--- src/rtl/block_serial_subtractor.sv ---
// Purpose: multi-cycle unsigned subtractor, d = a - b - bin, one BLOCK_LEN slice per cycle.
// Latency: out_valid rises NBLK cycles after the accepting edge; issue interval NBLK+2 cycles.
// Backpressure: result held in DONE until out_ready; in_ready only in IDLE. Optional ovf port: SUB_OVERFLOW_EN.
module block_serial_subtractor #(
  parameter int INPUT_LEN = 16,
  parameter int BLOCK_LEN = 4
) (
  input  logic                 clk,
  input  logic                 rst,
  input  logic                 in_valid,
  output logic                 in_ready,
  input  logic [INPUT_LEN-1:0] a,
  input  logic [INPUT_LEN-1:0] b,
  input  logic                 bin,
  output logic                 out_valid,
  input  logic                 out_ready,
  output logic [INPUT_LEN-1:0] d,
  output logic                 bout
`ifdef SUB_OVERFLOW_EN
  ,
  output logic                 ovf
`endif
);

  // Guarded so a bad BLOCK_LEN reaches the elaboration error instead of a divide-by-zero.
  localparam int NBLK = (BLOCK_LEN > 0) ? (INPUT_LEN / BLOCK_LEN) : 1;
  localparam int CW   = (NBLK > 1) ? $clog2(NBLK) : 1;

  if (BLOCK_LEN < 1) begin : g_bad_block_len
    $error("block_serial_subtractor: BLOCK_LEN must be at least 1");
  end else if ((INPUT_LEN % BLOCK_LEN) != 0) begin : g_bad_ratio
    $error("block_serial_subtractor: INPUT_LEN must be a multiple of BLOCK_LEN");
  end

  typedef enum logic [1:0] {
    IDLE = 2'd0,
    RUN  = 2'd1,
    DONE = 2'd2
  } state_t;

  state_t               state;
  logic [CW-1:0]        cnt;
  logic [INPUT_LEN-1:0] a_r;
  logic [INPUT_LEN-1:0] b_r;
  logic                 borrow;
  logic [BLOCK_LEN-1:0] a_sl;
  logic [BLOCK_LEN-1:0] b_sl;
  logic [BLOCK_LEN:0]   sum_sl;
  logic                 last_slice;

  // Reset dominates so no operands are accepted while rst is asserted.
  assign in_ready   = (state == IDLE) && !rst;
  assign last_slice = (cnt == CW'(NBLK - 1));

  // Select the captured operand slice addressed by the slice counter.
  always_comb begin
    a_sl = '0;
    b_sl = '0;
    for (int k = 0; k < NBLK; k++) begin
      if (cnt == CW'(k)) begin
        a_sl = a_r[k*BLOCK_LEN +: BLOCK_LEN];
        b_sl = b_r[k*BLOCK_LEN +: BLOCK_LEN];
      end
    end
  end

  // Subtraction as a + ~b + carry, where carry-in is the inverted borrow; MSB is carry out.
  assign sum_sl = {1'b0, a_sl} + {1'b0, ~b_sl} + {{BLOCK_LEN{1'b0}}, ~borrow};

`ifdef SUB_OVERFLOW_EN
  logic carry_into_msb;
  // Carry into the top bit recovered from its sum bit and the two addend bits.
  assign carry_into_msb = sum_sl[BLOCK_LEN-1] ^ a_sl[BLOCK_LEN-1] ^ ~b_sl[BLOCK_LEN-1];
`endif

  // Control FSM plus datapath registers: capture, slice-per-cycle run, result hold.
  always_ff @(posedge clk) begin
    if (rst) begin
      state     <= IDLE;
      cnt       <= '0;
      a_r       <= '0;
      b_r       <= '0;
      borrow    <= 1'b0;
      d         <= '0;
      bout      <= 1'b0;
      out_valid <= 1'b0;
`ifdef SUB_OVERFLOW_EN
      ovf       <= 1'b0;
`endif
    end else begin
      case (state)
        IDLE: begin
          if (in_valid && in_ready) begin
            a_r    <= a;
            b_r    <= b;
            borrow <= bin;
            cnt    <= '0;
            state  <= RUN;
          end
        end
        RUN: begin
          for (int k = 0; k < NBLK; k++) begin
            if (cnt == CW'(k)) begin
              d[k*BLOCK_LEN +: BLOCK_LEN] <= sum_sl[BLOCK_LEN-1:0];
            end
          end
          borrow <= ~sum_sl[BLOCK_LEN];
          if (last_slice) begin
            bout      <= ~sum_sl[BLOCK_LEN];
`ifdef SUB_OVERFLOW_EN
            ovf       <= carry_into_msb ^ sum_sl[BLOCK_LEN];
`endif
            out_valid <= 1'b1;
            state     <= DONE;
          end else begin
            cnt <= cnt + CW'(1);
          end
        end
        DONE: begin
          if (out_ready) begin
            out_valid <= 1'b0;
            state     <= IDLE;
          end
        end
        default: begin
          state     <= IDLE;
          out_valid <= 1'b0;
        end
      endcase
    end
  end

endmodule

--- config.mk ---
export PLATFORM = sky130hd
export DESIGN_NAME = block_serial_subtractor
export DESIGN_NICKNAME = d
export VERILOG_FILES = /design/src/rtl/block_serial_subtractor.sv
export SDC_FILE = /design/constraint.sdc
export NUM_CORES = 1
export LEC_CHECK = 0
export CORE_ASPECT_RATIO = 1.25
export CORE_MARGIN = 10
export CORE_UTILIZATION = 43
export CTS_CLUSTER_DIAMETER = 80
export DETAILED_ROUTE_END_ITERATION = 16
export GPL_ROUTABILITY_DRIVEN = 0
export PLACE_DENSITY = 0.7
export SLEW_MARGIN = 20
export SYNTH_ARGS = -nofsm -noshare
export SYNTH_HDL_FRONTEND = slang
export SYNTH_SLANG_ARGS = --single-unit
--- constraint.sdc ---
create_clock -name clk -period 4.5 [get_ports clk]
set_clock_uncertainty 0.1 [all_clocks]
set_input_delay 0.9 -clock clk [delete_from_list [all_inputs] [get_ports clk]]
set_output_delay 0.9 -clock clk [all_outputs]
set_load 0.01 [all_outputs]
## Word-level counts from Yosys, hierarchy flattened

Index checks and enable logic that the tools add are counted.

| word-level totals | value |
|---|---|
| register bits after elaboration | 55 |
| word-level logic and storage cells | 62 |

| cells by class | value |
|---|---|
| $add $sub $neg | 3 |
| eq/ne operators | 9 |
| muxes and demuxes | 20 |
| bitwise operators | 4 |
| reductions and logical operators | 15 |

Operators by type and width:

| operator | number |
|---|---|
| $mux 4 | 8 |
| $reduce_and 2->1 | 6 |
| $mux 2 | 5 |
| $reduce_and 3->1 | 3 |
| $eq 2x2->1 const B | 3 |
| $ne 2x2->1 const B | 3 |
| $pmux 2 s3 | 1 |
| $add 4x4->5 | 1 |
| $add 5x1->5 | 1 |
| $eq 2x1->1 const B | 2 |
| $logic_not 2->1 | 2 |
| $not 4->4 | 1 |
| $pmux 2 s2 | 1 |
| $mux 1 | 3 |
| $not 1->1 | 3 |
| $pmux 1 s3 | 1 |
| $add 2x1->2 const B | 1 |
| $logic_and 1x1->1 | 2 |
| $ne 2x1->1 const B | 1 |
| $pmux 1 s2 | 1 |
| $reduce_bool 2->1 | 1 |
| $logic_not 1->1 | 1 |

## Longest topological paths before layout

| depth | value |
|---|---|
| word-level depth | 10 |
| mapped depth | 12 |
| depth with buffers taken out | 10 |

## Worst setup path after synthesis

No wires, ideal clock.

| timing | value |
|---|---|
| path kind | reg2reg |
| start | reg cnt[0] |
| end | reg borrow |
| setup time | 0.082 ns |
| arrival | 2.843 ns |
| data required time | 4.318 ns |
| path slack | 1.475 ns |
| stages on the path, launching flop included | 12 |
| buffers on the path | 2 |
| period minus slack after synthesis | 3.025 ns |
| cell sequence | dfxtp_1 > inv_1 > ha_1 > clkbuf_1 > clkbuf_1 > a21oi_1 > a22o_1 > fa_1 > fa_1 > a21o_1 > a211o_1 > o221ai_1 |

| between the ends | value |
|---|---|
| word-level cells in the longest chain between the ends | 10 |
| elaborated cells on any way between the ends | 17 |
| classes of those cells | add/sub (2); eq/ne (3); mux (9); bitwise (2); reduce/logical (1) |

Ends and longest elaborated chain:

| item | line | RTL |
|---|---|---|
| start: declaration | 42 | `logic [CW-1:0] cnt;` |
| start signal: assignment | 116 | `cnt <= cnt + CW'(1);` |
| $logic_not 2->1 | 60 | `if (cnt == CW'(k)) begin` |
| $mux 4 (4 in series) | 60 |  |
| $not 4->4 | 68 | `assign sum_sl = {1'b0, a_sl} + {1'b0, ~b_sl} + {{BLOCK_LEN{1'b0}}, ~borrow};` |
| $add 4x4->5 (*) | 68 |  |
| $add 5x1->5 (*) | 68 |  |
| $not 1->1 (*) | 107 | `borrow <= ~sum_sl[BLOCK_LEN];` |
| $pmux 1 s2 (*) | 91 | `case (state)` |
| end signal: assignment | 96 | `borrow <= bin;` |
| end signal: assignment | 107 |  |
| end: declaration | 45 | `logic borrow;` |

Mark *: on every way between the ends. The rest lies on a longest branch, timed or not.
A chain may end at the register's enable or synchronous reset.

## Final worst setup path

Ends and elaborated chain as after synthesis.

==> reports/results.ini <==
[outcome]
status = completed

[global_routing]
first_global_vias = 2065
overflow = 0
grt_use_met3_pct = 3.864
grt_pass1_wl_um = 9639
antenna_found_initial = 0
use_met1_pct = 15.62
grtUsageMet2_pct = 19.44
grt_max_degree = 69
track_usage_pct = 12.38
grt-busiest-layer = met2

[worst_hold_path]
hold_end = d[13]$_SDFFE_PP0P_
holdPathStages = 2
hold_path_class = flip-flop to flip-flop
min-delay-start = d[13]$_SDFFE_PP0P_

[placement]
dp_slack_ns = 1.372
placed_area_mm2 = 0.003158
hpwl_um = 4316
port_buffers = 55

[worst_setup_path]
rr_worst_depth = 10
worst-path-max-fanout = 18
cp.arrival_ns = 3.28
cp.required_ns = 4.64
worstSetupEndpointType = flip-flop
path_class = flip-flop to flip-flop
r2r-end = borrow$_SDFFE_PP0P_
r2r_start = cnt[0]$_SDFFE_PP0P_
rrSetupSlack_ns = 1.36
start_kind = flip-flop

[clock_network]
cts_buffers = 5
cts_tree = yes
htree_levels = 2
clkLatencyLatePin_ns = 0.31
cts_buffer_depth = 2
clk_pin_slew_worst_paths_ns = 0.10
cts_resized = 0
clock-sinks = 55
cts_root_buffer = clkbuf_8
hold_buffers = 0
post_cts_buffers = 0

[cells_and_area]
fin_area_mm2 = 0.003271
syn_to_final_growth_pct = 25.55
antennaDiodeCount = 0
fin_nets = 390
drive_gt1_share_pct = 3.768

[synth]
synth-seq-cells = 55
synth_cell_types = 35
ys_seq_area_share_pct = 42.27
synth-edff-count = 0
synthArstFlopShare_pct = 0
synth_most_common_cell = dfxtp_1
synth.net_count = 350
synth-main-ff-cell = dfxtp_1
synth.area.top_cells = dfxtp_1 42%, nand2_1 6.5%, nand2b_1 6.5%
yosysTopAreaCell = dfxtp_1
syn_inst = 304
synth_warnings = 0
synth_common_cells = 55 x dfxtp_1, 45 x nand2_1, 27 x nand2b_1, 25 x o21ai_1, 22 x a21oi_1
avgSynthCellArea_um2 = 8.569
syn-cell-area_mm2 = 0.002605
synthDominantCellAreaShare_pct = 42.27

[detailed_routing]
drcViolationCount = 0
routedWlPerCell_um = 14.02
first_iter_violations = 142
vias = 2168
wirelength_um = 5986
via_per_inst = 5.077
drtAntennaViolNets = 0
dr.pass1.iters = 4

[timing]
min_period_ns = 3.144
min_period_over_period_pct = 69.87
tns_ns = 0
worst_pin_slew_ns = 0.7272
max_freq_ghz = 0.3181
hold_violations = 0
max-slew-margin-rel_pct = 51.52
holdWs_ns = 0.3601
slew_viol_final = 0
setup_ws_ns = 1.356
rsz0062_at_grt = no
setup_viol = 0

[pwr]
pwr-share-comb_pct = 20.9
power.density_mw_per_mm2 = 335.0
power.share.clock_pct = 30.0
peakVddDrop_mv = 0.1904
p_sw_share_pct = 27.33
p_leak_nw = 1.176
p_switching_w = 0.0002994
seqPwrFrac_pct = 49.1
p_int_w = 0.0007963

[floorplanning]
io_pins = 56
start_util_pct = 44.48
fp.coreArea_mm2 = 0.005857
die_w_um = 89.62
std_cell_rows = 31
die_area_mm2 = 0.009591
die_y_um = 107.0

[run]
drv_cap = 0

==> through the flow <==
stage	util, %	instances	power [W]
final	55.84	427	0.001096
after global routing	55.84	427	0.001146
after CTS	55.84	427	0.001106
after detailed placement	53.92	419	0.0007784
after global placement	53.92	419	0.0007755
after floorplan	-	304	0.0006921
==> worst max-delay path by stage <==
| stage | start | depth (start not counted) | end | slack [ns] |
|---|---|---|---|---|
| 3_5_place_dp | rst | 3 | in_ready | 1.37 |
| 2_1_floorplan | cnt[0]$_SDFFE_PP0P_ | 11 | borrow$_SDFFE_PP0P_ | 1.47 |
| 4_1_cts | cnt[0]$_SDFFE_PP0P_ | 10 | borrow$_SDFFE_PP0P_ | 1.35 |
| 6_report | cnt[0]$_SDFFE_PP0P_ | 10 | borrow$_SDFFE_PP0P_ | 1.36 |
| 5_1_grt | cnt[0]$_SDFFE_PP0P_ | 10 | borrow$_SDFFE_PP0P_ | 1.15 |
| 3_3_place_gp | rst | 3 | in_ready | 1.39 |
==> registers in the layout, indices dropped and copies added, names as in the netlist <==
name,flops
d,16
bout,1
cnt,2
out_valid,1
borrow,1
a_r,16
state,2
b_r,16
==> cell type report <==
class | instances | area, um^2
Fill cell | 568 | 2586
Multi-Input combinational cell | 212 | 1340
Sequential cell | 55 | 1101
Timing Repair Buffer | 57 | 565.5
Tap cell | 82 | 102.6
Clock buffer | 5 | 68.82
Inverter | 13 | 48.80
Clock inverter | 3 | 43.79
==> power by group through the flow <==
stage          Clock [W]  Combinational (W)  Sequential [W]
2_1_floorplan          0           0.000146        0.000546
3_3_place_gp           0           0.000227        0.000548
4_1_cts         0.000337           0.000231        0.000538
6_report        0.000329           0.000229        0.000538
3_5_place_dp           0           0.000229        0.000549
5_1_grt         0.000351           0.000254        0.000541
==> cells in the final DEF (no fill, tap or decap), types with 2 or more instances in the layout <==
cell type	count
clkbuf_8	5
o31ai_1	8
buf_4	2
nor3_1	2
inv_1	13
nor2_1	12
nand2b_1	27
or3b_1	3
a211oi_1	4
ha_1	7
clkdlybuf4s50_1	55
nand2_1	45
a22oi_1	4
and3b_1	4
dfxtp_1	55
o21ai_0	8
a2111oi_1	2
fa_1	2
nand3b_1	6
nand3b_2	2
nor3b_1	4
a22o_1	4
o21ai_1	25
a21oi_1	22
a2111oi_0	2
a311o_1	4
mux2i_1	7
a21o_1	3
==> cells by family after synthesis <==
kind of cell	after synthesis	synth area share (%)
compound gates	89	21.42
mux	7	2.690
buf+inv	37	6.292
fa+ha+maj	9	4.899
simple gates	106	22.09
flops	55	42.27
xor+xnor	1	0.3363
==> critical path, cell delays in order, from the launching register on <==
cell      delay [ns]
dfxtp_1         0.40
inv_1           0.09
ha_1            0.43
a21oi_1         0.20
o21ai_0         0.11
a22o_1          0.22
fa_1            0.43
fa_1            0.42
a21o_1          0.20
a211o_1         0.30
o221ai_1        0.17
==> metal layers <==
metal / vias to the layer above / share of wire [%]
li1: 1131 / -
met2: 69 / 46
met5: - / 0
met4: 0 / 1.9
met3: 10 / 7.6
met1: 958 / 45
(Power assumes the default switching activity.)
==> RTL change: new RTL, same settings <==
The option `SUB_OVERFLOW_EN` is turned on by a define.
--- a/src/rtl/block_serial_subtractor.sv
+++ b/src/rtl/block_serial_subtractor.sv
@@ -2,4 +2,6 @@
 // Latency: out_valid rises NBLK cycles after the accepting edge; issue interval NBLK+2 cycles.
 // Backpressure: result held in DONE until out_ready; in_ready only in IDLE. Optional ovf port: SUB_OVERFLOW_EN.
+`define SUB_OVERFLOW_EN
+
 module block_serial_subtractor #(
   parameter int INPUT_LEN = 16,
Check against the original RTL (old outputs only; new: ovf): equivalent (Yosys induction, for registers that start in step).
==> RTL change against the unedited design <==
  * Sequential power rose by 1%
  * Synthesized area fell by 0.24%
  * Routed wire length fell by 0.25%
  * Critical path type unchanged
  * Power fell by 3.6%
  * Clock power fell by 16%
  * Count of clock-buffer cells in the layout rose by 1
  * Utilization barely moved
  * Final cell count rose by 0.47%
  * Worst hold slack got worse by 0.0031 ns
  * Setup slack got worse by 0.53 ns
  * Sequential cell count rose by 1
  * Design area fell by 0.73%
  * Combinational power rose by 3%
  * Sequential share of layout area rose by 0.86 points
==> RTL change: results (changes against the unedited design) <==
Synthesis
  – Top-area cell type share of the netlist area: 43.14% (+0.87 points)
  – Top cells by count, synth: nand2_1 (61), dfxtp_1 (56), a21oi_1 (33), nand2b_1 (33), o21ai_0 (21)
  – Top cells by area, synth: dfxtp_1 (43%), nand2_1 (8.8%), nand2b_1 (7.9%)
  – Ys async rst share: 0% (unchanged)
  – Yosys cell types: 36 (+2.9%)
  – Synth warn: 0 (unchanged)
  – Register area share after synthesis: 43.14% (+0.87 points)
  – Mapped Nets: 364 (+4.0%)

Place
  – Port Buffers: 56 (+1.8%)
  – HPWL after DPL: 4435 um (+2.8%)
  – Place WS: 0.8737 ns (-0.4987 ns)

Pwr
  – Seq group: 0.545 mW (+1%)
  – Maximum vdd drop: 0.1492 mV (-22%)
  – Net Sw Power: 0.2997 mW (about the same)
  – Pleak: 1.159 nW (-1.4%)
  – Sequential share of power: 51.7% (+2.6 points)
  – Clk pwr: 0.275 mW (-16%)

Setup path
  – Max stage delay on crit path: 0.55 ns (+0.12 ns)
  – Crit path max fanout: 19 (+1)
  – CP max stage cell: ha_1
  – Worst EP arrival: 3.78 ns (+0.50 ns)
  – Cell family with most CP delay: adder cells
  – R2r setup slk: 0.83 ns (-0.53 ns)

Cells and area
  – Diodes inserted: 0 (unchanged)
  – Total Nets Final: 408 (+4.6%)
  – Share of cells above drive strength 1: 4.408% (+0.64 points)
  – Biggest regs: a_r (16), b_r (16), d (16)
  – Fill count: 577 (+1.6%)

Run status
  – Outcome: complete, no violations

CTS
  – CTS Buffer Depth: 2 (unchanged)
  – Post-CTS Resized: 0 (unchanged)
  – Num CTS Buffers: 5 (unchanged)
  – Clock-pin slew on the worst setup and hold paths: 0.09 ns
  – Root Driver: clkbuf_8
  – Worst-Skew Late Latency: 0.32 ns
  – CTS H-Tree Depth: 2 (unchanged)

Detailed routing
  – Vias per cell: 5.135 (+1.1%)
  – DR iter-0 viols: 75 (-47%)
  – WL/cell: 13.92 um (-0.72%)
  – DR pass1 iterations: 5 (+1)

GRT
  – Initial antenna violation count: 0 (unchanged)
  – Global-route wire length before repair: 9963 um (+3.4%)
  – Vias in the first global route: 2255 (+9.2%)
  – GRT Total Usage: 12.87% (+0.49 points)
  – Largest net degree at the start of global routing: 57 (-17%)

STA
  – Slew @ Worst Pin: 0.8576 ns (+0.1303 ns)
  – Min Tclk post-route: 3.675 ns (+0.5308 ns)

Worst hold path
  – Hold Path Class: flip-flop to flip-flop
==> RTL change: changes by cell type in the layout (fill, tap and decap cells not counted), sizes merged, moves of 4 or more <==
cell	unedited run	this run
nand3	0	7
inv	13	5
nand2b	27	33
and3b	4	0
nor2	12	20
a2111oi	4	0
a22o	4	0
o31ai	8	0
a311o	4	0
a21oi	22	33
nand2	45	61
a22oi	4	0
==> RTL change: stage by stage <==
step | area, um^2 | cells | hold WS, ns | util, %
after floorplan | 2599 | 318 | 0.3423 | -
after global placement | 3158 | 421 | 0.3429 | 54.28
after detailed placement | 3158 | 421 | 0.3459 | 54.28
after CTS | 3247 | 429 | 0.3590 | 55.81
after global routing | 3247 | 429 | 0.3899 | 55.81
final | 3247 | 429 | 0.3571 | 55.81
==> RTL change: kinds of logic (layout without fill, tap and decap cells) <==
family	Yosys count	after routing	share of synthesized area, %
AOI/OAI and AO/OA	80	80	17.38
adders and majority gates	9	9	4.911
buffers and inverters	26	71	4.574
DFF	56	56	43.14
muxes	4	4	1.541
and+or+nand+nor	139	139	26.58
xor gates and xnor gates	4	4	1.878
==> RTL change: layer usage <==
layer | wire length (um) | GRT usage, % | vias to the layer above
met5 | 0 | 0 | -
met4 | 136 | 5.923 | 0
met3 | 225 | 2.576 | 11
met2 | 2882 | 22.05 | 47
met1 | 2727 | 14.79 | 1001
li1 | - | - | 1144
==> RTL change: layout make-up <==
type	instances	area, um^2	area share, %
multi-input combinational	236	1360	41.89
sequential	56	1121	34.53
timing repair buffer	58	575.6	17.73
tap	66	82.58	2.543
clock buffer	6	72.57	2.235
inverter	5	18.77	0.5780
clock inverter	2	16.27	0.5010
==> RTL change: final timing paths <==
path,startpoint,endpoint,depth (start not counted)
max,cnt[1],ovf,13
min reg2reg,d[12],d[12],2
min,d[12],d[12],2
max reg2reg,cnt[1],ovf,13
